$ cat src/rtl/car_pkg.sv
// Shared definitions for the player car: life-cycle states, keyboard
// codes, road/sprite geometry and motion constants. CAR_W/CAR_H are also
// used by the sprite plotter.
package car_pkg;

   typedef enum logic [1:0] {IDLE, DRIVE, CRASH, RESPAWN} state_t;

   localparam logic [7:0] KEY_W     = 8'h1A;
   localparam logic [7:0] KEY_S     = 8'h16;
   localparam logic [7:0] KEY_A     = 8'h04;
   localparam logic [7:0] KEY_D     = 8'h07;
   localparam logic [7:0] KEY_SPACE = 8'h2C;

   localparam int CAR_W    = 47;
   localparam int CAR_H    = 65;
   localparam int X_MIN    = 160;
   localparam int X_MAX    = 480;
   localparam int Y_MIN    = 40;
   localparam int Y_MAX    = 470;
   localparam int X_STEP   = 3;
   localparam int Y_STEP   = 2;
   localparam int X_START  = 296;
   localparam int Y_START  = 400;
   localparam int CRASH_FR = 60;
   localparam int BLINK_FR = 4;

   // Counter bit that flips every BLINK_FR ticks
   localparam int BLINK_BIT = $clog2(BLINK_FR);
   localparam int CNT_W     = $clog2(CRASH_FR + 1);

   // Clamp a signed 11-bit candidate position into [lo, hi]
   function automatic logic [9:0] clamp_pos(input logic signed [10:0] v,
                                            input int lo, input int hi);
      logic [9:0] r;
      if (v < $signed(11'(lo)))
         r = 10'(lo);
      else if (v > $signed(11'(hi)))
         r = 10'(hi);
      else
         r = v[9:0];
      return r;
   endfunction

endpackage

$ cat src/rtl/frame_tick_gen.sv
// Rising-edge detector on frame_clk (vsync, already synchronous to clk).
// Ports: clk, rst (async, active-high), frame_clk in; tick out, a single
// clk-wide pulse per rising edge. A held-high frame_clk yields one tick.
module frame_tick_gen (
   input  logic clk,
   input  logic rst,
   input  logic frame_clk,
   output logic tick
);

   logic frame_q;

   always_ff @(posedge clk or posedge rst) begin
      if (rst)
         frame_q <= 1'b0;
      else
         frame_q <= frame_clk;
   end

   assign tick = frame_clk & ~frame_q;

endmodule

$ cat src/rtl/player_controller.sv
// Player car sequencer. Once per frame tick it moves the car from the
// latched keycode, clamps it to the road, and runs the
// IDLE -> DRIVE -> CRASH -> RESPAWN -> DRIVE life cycle.
// Ports:
//   clk, Reset (async, active-high), frame_clk (vsync), keycode[7:0],
//   collision (level)                              -- inputs
//   PlayerX[9:0], PlayerY[9:0] sprite top-left; player_visible blink gate;
//   crashed; crash_count[7:0] saturating collision count -- outputs
module player_controller
   import car_pkg::*;
(
   input  logic       clk,
   input  logic       Reset,
   input  logic       frame_clk,
   input  logic [7:0] keycode,
   input  logic       collision,
   output logic [9:0] PlayerX,
   output logic [9:0] PlayerY,
   output logic       player_visible,
   output logic       crashed,
   output logic [7:0] crash_count
);

   state_t           state, state_n;
   logic [CNT_W-1:0] count, count_n;
   logic [9:0]       x_n, y_n;
   logic [7:0]       cc_n;
   logic             tick;
   logic signed [10:0] px, py;

   frame_tick_gen u_tick (
      .clk       (clk),
      .rst       (Reset),
      .frame_clk (frame_clk),
      .tick      (tick)
   );

   always_ff @(posedge clk or posedge Reset) begin
      if (Reset) begin
         state       <= IDLE;
         PlayerX     <= 10'(X_START);
         PlayerY     <= 10'(Y_START);
         count       <= '0;
         crash_count <= '0;
      end else begin
         state       <= state_n;
         PlayerX     <= x_n;
         PlayerY     <= y_n;
         count       <= count_n;
         crash_count <= cc_n;
      end
   end

   always_comb begin
      state_n = state;
      x_n     = PlayerX;
      y_n     = PlayerY;
      count_n = count;
      cc_n    = crash_count;
      px      = $signed({1'b0, PlayerX});
      py      = $signed({1'b0, PlayerY});
      if (tick) begin
         unique case (state)
            IDLE: begin
               if (keycode == KEY_SPACE)
                  state_n = DRIVE;
            end
            DRIVE: begin
               // Collision wins over movement on the same tick
               if (collision) begin
                  state_n = CRASH;
                  count_n = '0;
                  if (crash_count != '1)
                     cc_n = crash_count + 8'd1;
               end else begin
                  unique case (keycode)
                     KEY_W:   y_n = clamp_pos(py - $signed(11'(Y_STEP)), Y_MIN, Y_MAX - CAR_H);
                     KEY_S:   y_n = clamp_pos(py + $signed(11'(Y_STEP)), Y_MIN, Y_MAX - CAR_H);
                     KEY_A:   x_n = clamp_pos(px - $signed(11'(X_STEP)), X_MIN, X_MAX - CAR_W);
                     KEY_D:   x_n = clamp_pos(px + $signed(11'(X_STEP)), X_MIN, X_MAX - CAR_W);
                     default: ;
                  endcase
               end
            end
            CRASH: begin
               count_n = count + CNT_W'(1);
               if (count == CNT_W'(CRASH_FR - 1))
                  state_n = RESPAWN;
            end
            RESPAWN: begin
               x_n     = 10'(X_START);
               y_n     = 10'(Y_START);
               state_n = DRIVE;
            end
            default: state_n = IDLE;
         endcase
      end
   end

   // Outputs decode registered state only, so they follow a tick by one clk
   always_comb begin
      player_visible = 1'b0;
      crashed        = 1'b0;
      unique case (state)
         IDLE:          player_visible = 1'b0;
         DRIVE:         player_visible = 1'b1;
         CRASH, RESPAWN: begin
            player_visible = ~count[BLINK_BIT];
            crashed        = 1'b1;
         end
         default:       player_visible = 1'b0;
      endcase
   end

endmodule

$ cat config.mk
export PLATFORM = sky130hd
export DESIGN_NAME = player_controller
export DESIGN_NICKNAME = d
export VERILOG_FILES = /design/src/rtl/car_pkg.sv /design/src/rtl/frame_tick_gen.sv /design/src/rtl/player_controller.sv
export SDC_FILE = /design/constraint.sdc
export NUM_CORES = 1
export LEC_CHECK = 0
export ABC_AREA = 1
export BUFFER_PORTS_ARGS = -buffer_cell sky130_fd_sc_hd__buf_4
export CAP_MARGIN = 20
export CORE_MARGIN = 2
export CORE_UTILIZATION = 55
export DETAILED_ROUTE_END_ITERATION = 7
export GPL_TIMING_DRIVEN = 0
export PLACE_DENSITY = 0.76
export SYNTH_ARGS = -nofsm -noshare
export SYNTH_HDL_FRONTEND = slang
export SYNTH_SLANG_ARGS = --single-unit
$ cat constraint.sdc
create_clock -name clk -period 2.51 [get_ports clk]
set_clock_uncertainty 0.15 [all_clocks]
set_input_delay 0.3765 -clock clk [delete_from_list [all_inputs] [get_ports clk]]
set_output_delay 0.3765 -clock clk [all_outputs]
set_load 0.01 [all_outputs]
==> summary.txt <==
Outcome
  – Outcome: completed

Placed design
  – HPWL after DPL: 6260 µm
  – Global placer's final weighted congestion: 0.964
  – PortBufs: 41

Timing
  – Worst-Margin Slew: 0.794 ns
  – Peak Freq: 0.429 GHz
  – Max-Slew Margin vs Limit: roughly 47%
  – Number of max-slew violations in the final report: 0
  – Period utilization: 92.8%
  – Final setup violation count: 0
  – Setup TNS: 0 ns
  – Fin crit period: roughly 2.3 ns
  – Final Hold Fails: 0

Critical path
  – Critical path's top delay family: simple AND/OR/NAND/NOR gates
  – Worst path bufs/invs: 2
  – Critical path class: register to register
  – Slowest cell on the critical path: dfrtp_1
  – Crit-path cells: buf_4 -> inv_4 -> ha_4 -> nand3_2 -> nor2_1 -> nor2_1 -> nor2_2 -> nand2_1 -> nor2_2 -> nor2_4 -> nand2_1 -> nand2_1 -> nand2_1 -> nand3_1 -> nand2_1
  – WP data required: about 2.6 ns
  – Cell repeated most along the worst path: nand2_1
  – Critical R2R Capture: PlayerY[0]
  – Crit. End Element: register
  – Max stage delay on crit path: 0.44 ns
  – Worst reg2reg startpoint: PlayerY[1]
  – Worst R2R Setup Slack: 0.18 ns
  – CP max FO: 9
  – Crit start category: register
  – Worst Path Arrival: 2.42 ns
  – R2R cell count: 15

Synthesis
  – Netlist cell types: 34
  – Synth async-reset ratio: 100%
  – Primary FF master, synth: dfrtp_1
  – Number of enable flip-flop cells after synthesis: 0
  – Syn_area_per_cell: around 6.3 µm²
  – Post-Syn Nets: around 560
  – Largest cells by area after synthesis: dfrtp_1 23%, nand2_1 19%, nand3_1 9.8%
  – Top-area cell type share of the netlist area: 23.4%
  – Syn. warnings: 0
  – Yosys top cell by area: dfrtp_1
  – Commonest cells in the netlist: 168 x nand2_1, 65 x inv_1, 65 x nand3_1
  – Syn Std Cell Area: 3320 µm²
  – Synthesized instance count: 527
  – #FFs+latches synth: 37
  – Count leader, synth: nand2_1
  – Seq/Total Area, Yosys: 28.1%

GRT
  – First-pass GRT wire length: around 13000 µm
  – Largest net degree at the start of global routing: 38
  – Antenna violations before repair: 0
  – GRT Util Overall: about a quarter
  – GRT Residual Overflow: 0
  – Vias in the first global route: 2960

Route
  – Routed WL: 8140 µm
  – Mean routed wirelength per cell: 12.5 µm
  – Routed via count: between 3000 and 4000
  – DRC: 0
  – DRT Pass-1 Iters: 5
  – Iter 0 DRT Violations: ~240
  – Mean number of vias per cell: approximately 5.3
  – Routed Antenna Nets: 0

Hold path
  – Hold Crit Class: input pin to register
  – Hold Path Stages: 1
  – Worst Hold Launch: frame_clk
  – Hold EP: u_tick.frame_q

Job
  – Max cap viols: 0

CTS
  – TritonCTS Buffers: 5
  – Clk slew on worst S/H paths: 0.08 ns
  – Root Driver: clkbuf_8
  – Clk buf depth: 2
  – # clock sinks: 37
  – CTS tree: done
  – CTS H-tree depth: 2
  – Worst-Skew Late Latency: slightly below 0.3 ns

Finish
  – Core Util, Final: 65.6%
  – N_diodes: 0
  – Layout cells sized above 1: 17.3%
  – Layout area overhead: 16.2%
  – Nets: 605

Floorplan
  – Total core area: between 5000 and 6000 µm²
  – Site Rows: 28
  – DIE AREA: around 6700 µm²
  – Die height: 81.7 µm
  – Die W: 81.7 µm
  – IO Count: 42
  – Initial Utilization: 56.4%

Power
  – Lkg Pwr: about 2.1 nW
  – Total design power: 4.39 mW
  – VDD IR-drop max: 0.642 mV
  – Pwr dens: 1140 nW/µm²
==> worst register-to-register path, stage by stage, from the launching register on <==
cell and delay (ns):
dfrtp_1 0.44, buf_4 0.20, inv_4 0.09, ha_4 0.18, nand3_2 0.14, nor2_1 0.12, nor2_1 0.06, nor2_2 0.22
nand2_1 0.10, nor2_2 0.13, nor2_4 0.08, nand2_1 0.09, nand2_1 0.05, nand2_1 0.10, nand3_1 0.08, nand2_1 0.06
==> registers in the layout, indices dropped and copies added (netlist names) <==
signal,count
crash_count,8
PlayerY,10
u_tick.frame_q,1
count,6
PlayerX,10
state,2
==> kinds of logic after synthesis <==
logic type	Yosys count	share of synthesized area [%]
muxes	1	0.339
adders and majority gates	16	6.03
and+or+nand+nor	334	44.3
DFF	37	28.1
AOI/OAI and AO/OA	48	8.02
buffers and inverters	74	8.70
xor gates and xnor gates	17	4.48
==> cells in the final DEF, fill, tap and decap left out, drive strengths merged <==
cell / Yosys / final
o311ai: 1 / 1
o211ai: 1 / 1
mux2: 1 / 1
o31ai: 1 / 1
o21bai: 1 / 1
nand4: 10 / 10
nand2: 176 / 176
inv: 69 / 69
nor3: 4 / 4
o21ai: 25 / 25
nor2: 73 / 73
xnor2: 7 / 7
nand3b: 3 / 3
ha: 16 / 16
nand3: 66 / 66
o22ai: 1 / 1
clkbuf: 1 / 6
clkinv: 0 / 2
or2: 2 / 2
a21o: 1 / 1
buf: 4 / 48
a21oi: 15 / 15
xor2: 10 / 10
a211o: 1 / 1
dfstp: 6 / 6
dfrtp: 31 / 31
o41ai: 1 / 1
==> where the power goes <==
part	internal, mW	total, mW	switching (mW)
registers	0.828	1.10	0.275
logic	1.08	2.87	1.80
clock network	0.193	0.417	0.225
total	2.10	4.39	2.30
==> how the worst max path moves through the flow <==
stage	startpoint	end	cells past startpoint
2_1_floorplan	PlayerY[1]	PlayerY[0]	15
3_3_place_gp	PlayerY[1]	PlayerY[0]	15
3_5_place_dp	PlayerY[1]	PlayerY[0]	15
4_1_cts	PlayerY[1]	PlayerY[0]	15
5_1_grt	PlayerY[1]	PlayerY[0]	15
6_report	PlayerY[1]	PlayerY[0]	15
==> what timing repair did <==
action	CTS	global route
hold buffers	0	0
endpoints found under the setup margin	0	16
setup buffers	0	2
gates resized for setup	0	12
==> per-stage QoR <==
step | cell area, µm² | instances | hold slack, ns | setup WS, ns
finish | 3860 | 653 | 0.0524 | 0.180
global route | 3860 | 653 | 0.0369 | -0.000586
CTS | 3810 | 651 | 0.0390 | 0.00565
detailed placement | 3720 | 643 | 0.340 | 0.0336
global placement | 3720 | 643 | 0.339 | 0.0443
floorplan | 3320 | 527 | 0.258 | 0.332
==> layer usage <==
layer  vias to the layer above  wire, µm  GRT usage [%]
li1                       1783         -              -
met1                      1569      4010           35.3
met2                        85      3710           41.9
met3                         8       337           3.41
met4                         0        78           6.50
met5                         -         0              0
==> final cells by class <==
| class | count | area [µm²] |
|---|---|---|
| Clock buffer | 6 | 72.6 |
| Inverter | 69 | 262 |
| Fill cell | 556 | 2020 |
| Timing Repair Buffer | 43 | 323 |
| Sequential cell | 37 | 936 |
| Buffer | 5 | 32.5 |
| Multi-Input combinational cell | 416 | 2130 |
| Tap cell | 75 | 93.8 |
| Clock inverter | 2 | 10.0 |
Power figures use the tool's default switching activity.
